[src/rtl/vga_pkg.sv]
// Shared VGA types and default 640x480@60 timing.
// VGA_FB_SYNC_READ_EN selects the registered-read framebuffer latency.
package vga_pkg;

   typedef struct packed {
      logic [3:0] r;
      logic [3:0] g;
      logic [3:0] b;
   } rgb444_t;

   localparam int unsigned VGA_H_ACTIVE = 640;
   localparam int unsigned VGA_H_FP     = 16;
   localparam int unsigned VGA_H_SYNC   = 96;
   localparam int unsigned VGA_H_BP     = 48;
   localparam int unsigned VGA_V_ACTIVE = 480;
   localparam int unsigned VGA_V_FP     = 10;
   localparam int unsigned VGA_V_SYNC   = 2;
   localparam int unsigned VGA_V_BP     = 33;

`ifdef VGA_FB_SYNC_READ_EN
   localparam int unsigned VGA_FB_LAT = 1;
`else
   localparam int unsigned VGA_FB_LAT = 0;
`endif

endpackage

[src/rtl/vga_axis_counter.sv]
// One VGA timing axis: counter over active/front porch/sync/back porch,
// with the active-region flag, active-low sync and end-of-axis wrap strobe.
module vga_axis_counter #(
   parameter int unsigned ACTIVE = 640,
   parameter int unsigned FP     = 16,
   parameter int unsigned SYNC   = 96,
   parameter int unsigned BP     = 48
) (
   input  logic       clock,
   input  logic       reset,
   input  logic       inc,
   output logic [9:0] cnt,
   output logic       active,
   output logic       sync_n,
   output logic       wrap
);

   localparam logic [9:0] ACT_END  = 10'(ACTIVE);
   localparam logic [9:0] SYNC_BEG = 10'(ACTIVE + FP);
   localparam logic [9:0] SYNC_END = 10'(ACTIVE + FP + SYNC);
   localparam logic [9:0] LAST     = 10'(ACTIVE + FP + SYNC + BP - 1);

   logic [9:0] cnt_q, cnt_d;

   always_comb begin
      wrap  = inc && (cnt_q == LAST);
      cnt_d = cnt_q;
      if (inc) begin
         cnt_d = wrap ? '0 : cnt_q + 10'd1;
      end
   end

   always_ff @(posedge clock or negedge reset) begin
      if (!reset) begin
         cnt_q <= '0;
      end else begin
         cnt_q <= cnt_d;
      end
   end

   always_comb begin
      cnt    = cnt_q;
      active = (cnt_q < ACT_END);
      sync_n = !((cnt_q >= SYNC_BEG) && (cnt_q < SYNC_END));
   end

endmodule

[src/rtl/vga_ctrl.sv]
// VGA 640x480@60 timing generator and blanked pixel output stage.
// Define VGA_FB_SYNC_READ_EN for a framebuffer with a 1-clock registered read.
module vga_ctrl
   import vga_pkg::*;
#(
   parameter int unsigned H_ACTIVE = VGA_H_ACTIVE,
   parameter int unsigned H_FP     = VGA_H_FP,
   parameter int unsigned H_SYNC   = VGA_H_SYNC,
   parameter int unsigned H_BP     = VGA_H_BP,
   parameter int unsigned V_ACTIVE = VGA_V_ACTIVE,
   parameter int unsigned V_FP     = VGA_V_FP,
   parameter int unsigned V_SYNC   = VGA_V_SYNC,
   parameter int unsigned V_BP     = VGA_V_BP
) (
   input  logic        clock,
   input  logic        reset,
   input  logic [11:0] vga_data,
   output logic [9:0]  h_addr,
   output logic [9:0]  v_addr,
   output logic        hsync,
   output logic        vsync,
   output logic        valid,
   output logic [3:0]  vga_r,
   output logic [3:0]  vga_g,
   output logic [3:0]  vga_b,
   output logic        frame_start
);

   logic [9:0] h_cnt, v_cnt;
   logic       h_act, v_act, h_sync_n, v_sync_n, h_wrap, v_wrap_unused;
   logic       vis;
   rgb444_t    pix;

   vga_axis_counter #(.ACTIVE(H_ACTIVE), .FP(H_FP), .SYNC(H_SYNC), .BP(H_BP)) u_h_cnt (
      .clock  (clock),
      .reset  (reset),
      .inc    (1'b1),
      .cnt    (h_cnt),
      .active (h_act),
      .sync_n (h_sync_n),
      .wrap   (h_wrap)
   );

   vga_axis_counter #(.ACTIVE(V_ACTIVE), .FP(V_FP), .SYNC(V_SYNC), .BP(V_BP)) u_v_cnt (
      .clock  (clock),
      .reset  (reset),
      .inc    (h_wrap),
      .cnt    (v_cnt),
      .active (v_act),
      .sync_n (v_sync_n),
      .wrap   (v_wrap_unused)
   );

   // Counters already sit at (0,0) in reset, so the address-stage strobe is gated by reset.
   always_comb begin
      vis         = h_act && v_act;
      h_addr      = h_act ? h_cnt : '0;
      v_addr      = v_act ? v_cnt : '0;
      frame_start = reset && (h_cnt == '0) && (v_cnt == '0);
      pix         = rgb444_t'(vga_data);
   end

`ifdef VGA_FB_SYNC_READ_EN
   logic hsync_q, hsync_d, vsync_q, vsync_d, valid_q, valid_d;

   always_comb begin
      hsync_d = h_sync_n;
      vsync_d = v_sync_n;
      valid_d = vis;
   end

   always_ff @(posedge clock or negedge reset) begin
      if (!reset) begin
         hsync_q <= 1'b1;
         vsync_q <= 1'b1;
         valid_q <= 1'b0;
      end else begin
         hsync_q <= hsync_d;
         vsync_q <= vsync_d;
         valid_q <= valid_d;
      end
   end

   always_comb begin
      hsync = hsync_q;
      vsync = vsync_q;
      valid = valid_q;
   end
`else
   always_comb begin
      hsync = h_sync_n;
      vsync = v_sync_n;
      valid = vis && reset;
   end
`endif

   always_comb begin
      vga_r = valid ? pix.r : '0;
      vga_g = valid ? pix.g : '0;
      vga_b = valid ? pix.b : '0;
   end

endmodule

[config.mk]
export PLATFORM = sky130hd
export DESIGN_NAME = vga_ctrl
export DESIGN_NICKNAME = d
export VERILOG_FILES = /design/src/rtl/vga_pkg.sv /design/src/rtl/vga_axis_counter.sv /design/src/rtl/vga_ctrl.sv
export SDC_FILE = /design/constraint.sdc
export NUM_CORES = 1
export LEC_CHECK = 0
export ABC_AREA = 1
export BUFFER_PORTS_ARGS = -buffer_cell sky130_fd_sc_hd__buf_2
export CORE_AREA = 3 3 42 81
export CTS_BUF_LIST = sky130_fd_sc_hd__clkbuf_2 sky130_fd_sc_hd__clkbuf_4 sky130_fd_sc_hd__clkbuf_8
export DETAILED_ROUTE_END_ITERATION = 7
export DIE_AREA = 0 0 45 84
export MAX_ROUTING_LAYER = met4
export PLACE_DENSITY = 0.8
export SLEW_MARGIN = 20
export SYNTH_ARGS = -nofsm -noshare
export SYNTH_HDL_FRONTEND = slang
export SYNTH_SLANG_ARGS = --single-unit
[constraint.sdc]
create_clock -name clock -period 1.55 [get_ports clock]
set_input_delay 0.155 -clock clock [delete_from_list [all_inputs] [get_ports clock]]
set_output_delay 0.155 -clock clock [all_outputs]
set_load 0.005 [all_outputs]
-- Word level (Yosys, flattened, before mapping)
Cells that the tools add are included.
- logic and storage cells: 30
- register bits: 20
- output and inout bits: 36
- reductions and logical operators: 11
- eq/ne operators: 2
- $lt $le $gt $ge: 6
- add/subtract/negate cells: 2
- muxes and demuxes: 7
- operators with widths (cell ; number):
    10-bit two-way mux ; 4
    10-bit by 1-bit adder with 10-bit output (second input constant) ; 2
    10-bit equality test (second input constant) ; 2
    10-bit logical NOT ; 2
    10-bit < comparator (second input constant) ; 2
    10-bit by 9-bit < comparator with 1-bit output (second input constant) ; 2
    4-bit two-way mux ; 3
    10-bit greater-or-equal comparator (second input constant) ; 1
    10-bit by 9-bit greater-or-equal comparator with 1-bit output (second input constant) ; 1
    1-bit logical AND ; 7
    1-bit logical NOT ; 2

-- Logic depth before layout (Yosys ltp)
Gate-level depths: netlist of the first run.
- word-level depth: 4
- gate-level depth with buffers: 8
- depth with buffers taken out: 8

-- By module
From an unflattened synthesis of the first run, not the netlist that was laid out.
- cell total of the unflattened synthesis: 250
- area total of the unflattened synthesis: 1550.2 sq um
- by module, submodules not included (module ; cells an instance ; area an instance (sq um) ; times used):
    vga_axis_counter at u_v_cnt ; 84 ; 603.1 ; 1
    vga_axis_counter at u_h_cnt ; 77 ; 573.0 ; 1
    vga_ctrl ; 89 ; 374.1 ; 1

-- Worst setup path after synthesis of the first run
No wires, ideal clock.
- path type: register -> register
- from: register u_h_cnt.cnt_q[0], in the netlist u_h_cnt.cnt[0]
- to: register u_v_cnt.cnt_q[9], in the netlist u_v_cnt.cnt[9]
- data arrival time: 1.260 ns
- stages on the path, launching flop included: 9
- buffers on the path: 1
- period minus slack after synthesis: 1.325 ns
- data required time: 1.485 ns
- setup slack: 0.225 ns
- cells stage by stage: dfrtp_1 -> ha_1 -> nand2_2 -> nor2_4 -> nand3_2 -> nor2_4 -> buf_6 -> nand4_1 -> nand2_1
- cells in the longest elaborated chain, start to end: 3
- RTL lines (element ; line ; text):
    from (decl) ; vga_axis_counter.sv:23 ; logic [9:0] cnt_q, cnt_d;
    from (signal assigned) ; vga_axis_counter.sv:37 ; cnt_q <= cnt_d;
    10-bit equality test * ; vga_axis_counter.sv:26 ; wrap = inc && (cnt_q == LAST);
    1-bit logical AND ; vga_axis_counter.sv:26 ;
    10-bit two-way mux ; vga_axis_counter.sv:29 ; cnt_d = wrap ? '0 : cnt_q + 10'd1;
    to (signal assigned) ; vga_axis_counter.sv:37 ;
    to (decl) ; vga_axis_counter.sv:23 ;
Every way passes the cells marked *; elsewhere a longest branch is shown, timed or not.
A chain may end at the register's enable or synchronous reset.

-- Worst setup path after layout of the first run
- from: register u_h_cnt.cnt_q[0], in the netlist u_h_cnt.cnt[0]
- to: output frame_start
- cells in the longest elaborated chain, start to end: 3
- RTL lines (element ; line ; text):
    10-bit logical NOT ; vga_ctrl.sv:59 ; frame_start = reset && (h_cnt == '0) && (v_cnt == '0);
    1-bit logical AND (2 in a row) ; vga_ctrl.sv:59 ;
    to (decl) ; vga_ctrl.sv:26 ; output logic frame_start
No other way between the ends.

==> results.md, run 1 <==
- H-tree levels: 1
- Final Worst Setup Slack: -0.0807 ns
- Met1 WL: 1.49 mm
- Final Hold Viols: 0
- Synth warnings: 0
- Std cell rows: 27
- Max clock buf depth: 2
- Full die area: 0.00378 sq mm
- Storage element area: 505 sq um
- Largest net degree at the start of global routing: 14
- Vias: 1755
- Synth top area cells: dfrtp_1, inv_1, nand2_1, nor2_1, nand3_1
- Max FO, Critical Path: 4
- Synth top cells by count: inv_1, nand2_1, nor2_1
- Count leader, synth: inv_1
- Routed WL per cell: 14.5 microns
- Max-cap violations: 0
- Tmin final: 1.63 ns
- Layout cell share with drive strength beyond 1: 44.6%
- Status: finished with violations
- Port bufs: 48
- Clk pin slew, worst setup/hold paths: 0.07 ns
- Asr flop ratio synth: 100%
- Clock Skews: 0.00563 ns
- Initial antenna violation count: 0
- RePlAce Congestion: 0.926
- Global-route wire length before repair: 6.63 mm
- Fmax: 0.613 GHz
- Register area share after synthesis: 34.2%
- Remaining Overflow, GRT: 0
- Starting DRT DRC Count: 57
- Min-delay worst type: in -> async
- Die W: 45 microns
- Pre-CTS worst setup slack: 0.0665 ns
- Post-placement cell count: 307
- Area of the core: 0.00284 sq mm
- WL met3: 300 microns
- Vias/cell: 5.29
- Synth-to-Final Area Change: 53.9%
- Number of flops mapped to enable cells by yosys: 0
- Fill count: 196
- Nets: 322
- Unrepaired setup endpoints after global routing: yes
- Failing checks: setup timing
- Syn Nets: 241
- Clk sinks: 20
- Multi-input logic area: 911 sq um
- Placed wire-length estimate: 3.06 mm
- Vias in the first global route: 1581
- Post-Syn Area: 0.00146 sq mm
- Power per cell area: 447 mW/mm^2
- Static leakage power: 0.00133 uW
- Pins Over Slew Limit: 0
- Worst skew pair latency: 0.26 ns
- CP endpoint kind: output pin
- Top layer used by detailed routing: met4
- Crit start category: register
- DR WL met2: 2.81 mm
- Worst EP arrival: 1.48 ns
- Height of the die: 84 microns
- Initial Util: 51.5%
- CP Class: reg -> out
- Total CTS buffers: 3
- N_diodes: 0
- Post-synth top area share: 34.2%
- Synth Area per Inst: 6.55 sq um
- Register bit count reported by yosys: 20
- TritonCTS clock tree: yes
- Final ANT Viol Nets: 0
- Maximum VDD drop: 0.000526 V
- Yosys cell types: 27
- CTS root buf: clkbuf_8
- Routed Wire Length: 4.80 mm
- Tcrit/Tclk final: 105%
- Ys flop type: dfrtp_1
- Syn Inst Count: 223
- R2r setup slk: -0.06 ns
- Final std cells w/o fill: 332
- # DRC: 0
- Final setup fails: 22
- Ports: 50
- GR Util All Layers: 24.2%
- Initial DRT Pass Iterations: 4
- CP required: 1.39 ns
- Leading area contributor after synthesis: dfrtp_1
[cell usage in the layout (no fill, tap or decap), types with 2 or more instances in the layout]
cell type      count
nor2_1            25
dfrtp_1           16
o21ai_0            5
nand2_1           38
nor3_1             2
nand3_2            7
inv_4              3
dfrtp_2            4
inv_2              6
nor2_4             5
xor2_1             6
nor3_2             2
o21ai_2            2
nand3_1           10
nand4_1            7
buf_6              6
clkbuf_8           4
nor2_2            11
buf_4             20
dlygate4sd3_1      2
buf_2             48
nand3_4            2
a21oi_1            3
nand2_2            5
ha_1               2
o21ai_1            2
inv_1             45
[layout make-up]
class                           count  share of cell area (%)
Timing Repair inverter              1                   0.334
Multi-Input combinational cell    146                    40.5
Tap cell                           29                    1.61
Clock buffer                        4                    2.45
Timing Repair Buffer               78                    23.3
Sequential cell                    20                    22.5
Inverter                           54                    9.35
[power breakdown]
group | leakage, uW | internal, uW | switching, uW
clock network | 0.0000288 | 226 | 174
logic | 0.00104 | 38.0 | 45.1
registers | 0.000260 | 521 | 0
[through the flow]
stage	area, sq um	setup TNS (ns)	hold slack, ns	util, %	total power (uW)
after global routing	2250	-3.01	0.510	79.2	1030
after CTS	2030	-0.0511	0.464	71.4	1000
after detailed placement	1800	0	0.0314	63.6	599
after floorplan	1460	0	-0.141	-	556
final	2250	-0.853	0.487	79.2	1010
after global placement	1800	0	0.0363	63.6	598
[critical path, stage by stage, from the launching register on]
cell     delay [ns]
dfrtp_1        0.41
buf_6          0.13
inv_2          0.05
ha_2           0.15
and3_4         0.17
nand3_2        0.08
nor2_2         0.10
buf_2          0.12
[layer usage]
layer | global-route usage (%) | vias up
met1 | 21.5 | 789
met3 | 2.81 | 30
li1 | - | 841
met2 | 44.8 | 95
met5 | - | -
met4 | 13.1 | 0
[sequential cells by signal, summed over array words and instances, names as in the netlist]
signal and flops:
u_v_cnt.cnt 10, u_h_cnt.cnt 10
[logic make-up (layout without fill, tap and decap cells)]
logic type | Yosys count | in the layout | synth area share [%]
fa+ha+maj | 4 | 4 | 3.42
compound gates | 15 | 15 | 5.48
xor+xnor | 6 | 6 | 3.60
simple gates | 119 | 120 | 37.2
other cells | 1 | 1 | 0.257
buf+inv | 58 | 137 | 15.8
flops | 20 | 20 | 34.2
[final timing paths]
path,startpoint,endpoint,cells past startpoint
worst max-delay path,u_h_cnt.cnt[0]$_DFF_PN0_,frame_start,7
worst min-delay path,reset,u_h_cnt.cnt[2]$_DFF_PN0_,2
worst max register to register,u_h_cnt.cnt[0]$_DFF_PN0_,u_v_cnt.cnt[1]$_DFFE_PN0N_,8
worst min register to register,u_v_cnt.cnt[1]$_DFFE_PN0N_,u_v_cnt.cnt[1]$_DFFE_PN0N_,2
max in group asynchronous,reset,u_v_cnt.cnt[0]$_DFFE_PN0N_,2
min in group clock,vga_data[11],vga_r[3],4
[what timing repair did]
action,in CTS,in global routing
pin swaps,4,16
buffers inserted,8,8
hold buffers,2,0
gates cloned,2,1
endpoints found under the hold margin,7,0
endpoints found under the setup margin,30,39
gates resized for setup,22,42
No activity file was read; power rests on OpenSTA's default activity.
==> run 2: changes to the inputs <==
--- a/constraint.sdc
+++ b/constraint.sdc
@@ -3,2 +3,2 @@
 set_output_delay 0.155 -clock clock [all_outputs]
-set_load 0.005 [all_outputs]
+set_load 0.1 [all_outputs]
==> run 2 against run 1 <==
- the flow now stops in clock tree synthesis (4_1_cts)
- synthesized cell count did not move
- synthesized area did not move
==> results.md, run 2 <==
- Status: stopped before the end
- Fail Step: clock tree synthesis (4_1_cts)
- Err: [ERROR DPL-0038] Utilization greater than 100%, impossible to legalize
- RePlAce Congestion: 0.913
- Total CTS buffers: 3
- Leading area contributor after synthesis: dfrtp_1
- H-tree levels: 1
- Number of flops mapped to enable cells by yosys: 0
- CTS root buf: clkbuf_8
- Height of the die: 84 microns
- Register bit count reported by yosys: 20
- Syn Inst Count: 223
- Ports: 50
- Yosys cell types: 27
- CTS Hold Bufs: 2
- PostCTS Resize Cnt: 35
- Max clock buf depth: 2
- Synth Area per Inst: 6.55 sq um
- Synth top area cells: dfrtp_1, inv_1, nand2_1, nor2_1, nand3_1
- Placed cell area: 0.00258 sq mm
- Setup repair bufs after CTS: 24
- Std cell rows: 27
- Placed wire-length estimate: 4.32 mm
- Syn Nets: 241
- Ys flop type: dfrtp_1
- Post-Syn Area: 0.00146 sq mm
- Asr flop ratio synth: 100%
- Initial Util: 51.5%
- Die W: 45 microns
- Post-synth top area share: 34.2%
- Clk sinks: 20
- Synth top cells by count: inv_1, nand2_1, nor2_1
- Port bufs: 48
- Register area share after synthesis: 34.2%
- Synth warnings: 0
- Count leader, synth: inv_1
run 2: through the flow:
step                cells  worst slack [ns]  setup TNS [ns]  utilization (%)
floorplan             223            -0.165           -1.63                -
global placement      312            0.0706               0             90.9
detailed placement    312           -0.0397          -0.121             90.9
run 2: cell families after synthesis:
logic type	Yosys count	share of synthesized area (%)
compound gates	15	5.48
xor+xnor	6	3.60
fa+ha+maj	4	3.42
buf+inv	58	15.8
flops	20	34.2
other cells	1	0.257
simple gates	119	37.2
==> run 3: changes to the inputs <==
- CORE_AREA: 3 3 42 81 -> 3 3 65 67
- CTS_BUF_LIST: sky130_fd_sc_hd__clkbuf_2 sky130_fd_sc_hd__clkbuf_4 sky130_fd_sc_hd__clkbuf_8 -> unset
- DIE_AREA: 0 0 45 84 -> 0 0 68 70
- MAX_ROUTING_LAYER: met4 -> unset
- PLACE_DENSITY: 0.8 -> unset
- PLACE_DENSITY_LB_ADDON: unset -> 0.15
==> run 3 against run 2 <==
- the flow now finishes, with violations (setup timing)
==> results.md, run 3 (synthesis gave the netlist of run 1 again) <==
- Status: finished with violations
- Failing checks: setup timing
- Worst r2r src: u_v_cnt.cnt[0]$_DFFE_PN0N_
- Max FO, Critical Path: 4
- Total CTS buffers: 3
- Ports: 50
- Final ANT Viol Nets: 0
- Maximum VDD drop: 0.000428 V
- Pins Over Slew Limit: 0
- Worst skew pair latency: 0.27 ns
- Initial DRT Pass Iterations: 4
- Clk pin slew, worst setup/hold paths: 0.09 ns
- Final Hold Viols: 0
- WHS: 0.380 ns
- Power per cell area: 439 mW/mm^2
- Routed Wire Length: 6.16 mm
- R2r endpoint: u_v_cnt.cnt[3]$_DFFE_PN0N_
- Vias: 1951
- Sw frac: 29.6%
- Final Worst Setup Slack: -0.214 ns
- Global-route wire length before repair: 8.28 mm
- Clock power share: 39.2%
- CP endpoint kind: output pin
- Logic gate share of total power: 23.3%
- Routed WL per cell: 16.7 microns
- Worst EP arrival: 1.61 ns
- Tmin final: 1.76 ns
- Remaining Overflow, GRT: 0
- Starting DRT DRC Count: 127
- Switching Power: 412 uW
- H-tree levels: 1
- Layout cell share with drive strength beyond 1: 60.0%
- Initial Util: 39.6%
- Placed cell area: 0.00263 sq mm
- Pre-CTS worst setup slack: 0.00141 ns
- Clk sinks: 20
- Final setup fails: 29
- Port bufs: 48
- Int Pwr: 979 uW
- Fmax: 0.567 GHz
- N_diodes: 0
- Std cell rows: 22
- CTS root buf: clkbuf_8
- Min-delay worst type: in -> async
- R2r setup slk: -0.10 ns
- Tcrit/Tclk final: 114%
- Vias/cell: 5.30
- Fill count: 170
- Synth-to-Final Area Change: 117%
- CP required: 1.39 ns
- CP Class: reg -> out
- Clock Skews: 0.00742 ns
- Max clock buf depth: 2
- Area of the core: 0.00369 sq mm
- # DRC: 0
- Placed wire-length estimate: 3.40 mm
- Largest net degree at the start of global routing: 13
- Static leakage power: 0.00155 uW
- RePlAce Congestion: 0.898
- Worst Reg-to-Reg Cells: 9
- Unrepaired setup endpoints after global routing: yes
- Initial antenna violation count: 0
- Full die area: 0.00476 sq mm
- Height of the die: 70 microns
- GR Util All Layers: 22.3%
- Final Cell Area: 0.00317 sq mm
- Seq pwr share: 37.5%
- Total Power: 1390 uW
- Vias in the first global route: 1800
- Die W: 68 microns
- Max-cap violations: 0
- Most common cell after layout, fill and taps aside: buf_4
- Nets: 339
- Most frequent cells in the layout: buf_4, buf_12, inv_1, nand2_1, nor2_4
- Crit start category: register
- Setup_tns: -3.31 ns
- TritonCTS clock tree: yes
==> run 3: critical path: stages (launching register included) <==
cell and delay [ns]:
dfrtp_1 0.40, buf_4 0.16, nor2_2 0.25, nand4_1 0.19
nor2_4 0.15, buf_12 0.18
==> run 3: power by group through the flow <==
stage / registers [uW] / logic, uW / clock network (uW)
global placement: 532 / 309 / 0
global route: 521 / 337 / 572
floorplan: 532 / 197 / 0
detailed placement: 532 / 314 / 0
CTS: 521 / 327 / 543
finish: 521 / 324 / 545
==> run 3: how the worst max path moves through the flow <==
| stage | endpoint | depth (start not counted) | start | slack, ns |
|---|---|---|---|---|
| after global placement | hsync | 4 | u_h_cnt.cnt[9]$_DFF_PN0_ | 0.02 |
| after global routing | frame_start | 5 | u_h_cnt.cnt[6]$_DFF_PN0_ | -0.28 |
| after CTS | frame_start | 7 | u_v_cnt.cnt[1]$_DFFE_PN0N_ | -0.17 |
| after floorplan | vga_b[0] | 7 | u_h_cnt.cnt[8]$_DFF_PN0_ | -0.16 |
| final | frame_start | 5 | u_h_cnt.cnt[6]$_DFF_PN0_ | -0.21 |
| after detailed placement | hsync | 4 | u_h_cnt.cnt[9]$_DFF_PN0_ | 0.001 |
==> run 3: timing repair <==
item	CTS	global route
cloned	1	0
endpoints found under the hold margin	20	0
resized for setup	32	48
hold buffers	1	0
endpoints found under the setup margin	32	46
pin swaps	14	12
buffers inserted	16	11
==> run 3: final cells by class <==
| type | count | area, sq um | share of cell area (%) |
|---|---|---|---|
| Clock buffer | 3 | 41.3 | 1.30 |
| Clock inverter | 1 | 30.0 | 0.948 |
| Inverter | 54 | 219 | 6.91 |
| Multi-Input combinational cell | 145 | 1130 | 35.6 |
| Sequential cell | 20 | 503 | 15.9 |
| Tap cell | 48 | 60.1 | 1.90 |
| Timing Repair Buffer | 97 | 1190 | 37.5 |
==> run 3: per-layer routing <==
layer	GRT usage [%]	part of all wire [%]
met3	3.86	7.8
met4	8.83	4.9
met5	0	0
met1	26.9	37
met2	38.0	50
==> run 3: metrics by stage <==
step                utilization, %  cells
global placement              71.2    336
floorplan                        -    223
global route                  85.9    368
CTS                           79.5    357
finish                        85.9    368
detailed placement            71.2    336
==> run 4: changes to the inputs <==
- CORE_AREA: 3 3 65 67 -> 10 10 72 74
- DIE_AREA: 0 0 68 70 -> 0 0 82 84
==> run 4 against run 3 <==
- the flow still finishes with violations (setup timing)
- global-route usage down 6.3 points
- register-to-register slack better by 0.06 ns
- critical path depth up 2
- combinational power about the same
- maximum frequency down 2.8%
- wire length up 7.2%
- sequential power about the same
- sequential share of layout area down 0.42 points
- first-iteration DRC count up 28%
- clock skew up 0.0010 ns
- largest power group unchanged
==> results.md, run 4 (synthesis gave the netlist of run 1 again) <==
- Layout cell share with drive strength beyond 1: 58.5%
- Routed WL per cell: 17.6 microns
- CP endpoint kind: output pin
- Total CTS buffers: 3
- R2r setup slk: -0.04 ns
- RePlAce Congestion: 0.871
- # DRC: 0
- Unrepaired setup endpoints after global routing: yes
- Vias/cell: 5.05
- R2r endpoint: u_h_cnt.cnt[8]$_DFF_PN0_
- Initial Util: 37.9%
- Finished Core Util: 84.4%
- CP Class: reg -> out
- Vias in the first global route: 1772
- Clk pin slew, worst setup/hold paths: 0.09 ns
- CTS root buf: clkbuf_8
- Pins Over Slew Limit: 0
- CP required: 1.39 ns
- Max-cap violations: 0
- Ports: 50
- Final Hold Viols: 0
- H-tree levels: 1
- Worst skew pair latency: 0.27 ns
- Height of the die: 84 microns
- Largest net degree at the start of global routing: 13
- Status: finished with violations
- Max FO, Critical Path: 10
- Setup_tns: -5.29 ns
- Storage element area: 503 sq um
- Clock Skews: 0.00847 ns
- Worst EP arrival: 1.66 ns
- Multi-input logic area: 0.00116 sq mm
- Clk sinks: 20
- WL met3: 347 microns
- N_diodes: 0
- Final Worst Setup Slack: -0.265 ns
- Met1 WL: 2.24 mm
- GR Util All Layers: 16.0%
- Failing checks: setup timing
- Die W: 82 microns
- Crit start category: register
- Area of the core: 0.00386 sq mm
- Starting DRT DRC Count: 163
- Fill count: 195
- Max clock buf depth: 2
- Fmax: 0.551 GHz
- Synth-to-Final Area Change: 123%
- Initial antenna violation count: 0
- Tcrit/Tclk final: 117%
- Worst Reg-to-Reg Cells: 10
- Power per cell area: 427 mW/mm^2
- TritonCTS clock tree: yes
- Std cell rows: 23
- Nets: 344
- Static leakage power: 0.00159 uW
- Final ANT Viol Nets: 0
- Top layer used by detailed routing: met4
- Tmin final: 1.81 ns
- Final setup fails: 33
- Port bufs: 48
- Routed Wire Length: 6.60 mm
- Maximum VDD drop: 0.000275 V
- Global-route wire length before repair: 8.69 mm
- Pre-CTS worst setup slack: 0.0365 ns
- DR WL met2: 3.78 mm
- Placed wire-length estimate: 3.79 mm
- Most frequent cells in the layout: buf_4, buf_12, inv_1, nor2_4, nand2_1
- Full die area: 0.00689 sq mm
- Min-delay worst type: in -> async
- Remaining Overflow, GRT: 0
- Initial DRT Pass Iterations: 5
- Worst r2r src: u_h_cnt.cnt[0]$_DFF_PN0_
- Vias: 1893
==> run 4: power breakdown <==
group | total (uW) | internal [uW] | switching, uW | leakage, uW
Sequential | 521 | 521 | 0 | 0.000262
Clock | 546 | 345 | 201 | 0.0000357
Combinational | 323 | 110 | 213 | 0.00130
==> run 4: how the worst max path moves through the flow <==
stage	from	to	slack (ns)	cells after the start
6_report	u_v_cnt.cnt[5]$_DFFE_PN0N_	vga_b[0]	-0.26	7
4_1_cts	u_v_cnt.cnt[1]$_DFFE_PN0N_	frame_start	-0.20	7
3_5_place_dp	u_h_cnt.cnt[9]$_DFF_PN0_	hsync	0.04	5
3_3_place_gp	u_h_cnt.cnt[9]$_DFF_PN0_	hsync	0.06	5
5_1_grt	u_v_cnt.cnt[5]$_DFFE_PN0N_	vga_b[0]	-0.32	7
2_1_floorplan	u_h_cnt.cnt[8]$_DFF_PN0_	vga_b[0]	-0.16	7
==> run 4: per-layer routing <==
metal,GRT usage [%],up-vias
li1,-,883
met1,17.6,915
met2,29.1,74
met3,3.23,21
met4,4.80,0
met5,0,-
==> run 4: per-stage QoR <==
| stage | cell area, sq um | hold WS [ns] | total power (uW) | cells |
|---|---|---|---|---|
| 3_3_place_gp | 2640 | 0.0311 | 847 | 339 |
| 3_5_place_dp | 2640 | 0.0326 | 850 | 339 |
| 4_1_cts | 2990 | 0.389 | 1380 | 364 |
| 2_1_floorplan | 1710 | -0.141 | 729 | 223 |
| 5_1_grt | 3250 | 0.409 | 1420 | 375 |
| 6_report | 3250 | 0.391 | 1390 | 375 |
==> run 4: what timing repair did <==
action	CTS	global route
endpoints found under the hold margin	5	0
cloned	0	1
hold buffers	2	0
setup endpoints to repair	33	48
buffers inserted	20	12
pin swaps	11	14
resized for setup	45	48
==> run 4: final cells by class <==
class,count,share of cell area (%)
clock buffers,3,1.27
clock inverters,1,0.923
inverters,54,6.73
multi-input cells,145,35.5
flip-flops and latches,20,15.5
well taps,50,1.92
repair buffers,102,38.2
==> run 4: critical path, stage by stage (launching register included) <==
cell	delay [ns]
dfrtp_1	0.43
nand2_2	0.11
nor2_4	0.05
nor2_4	0.19
nand3_4	0.12
buf_12	0.17
nor2_4	0.12
buf_12	0.18
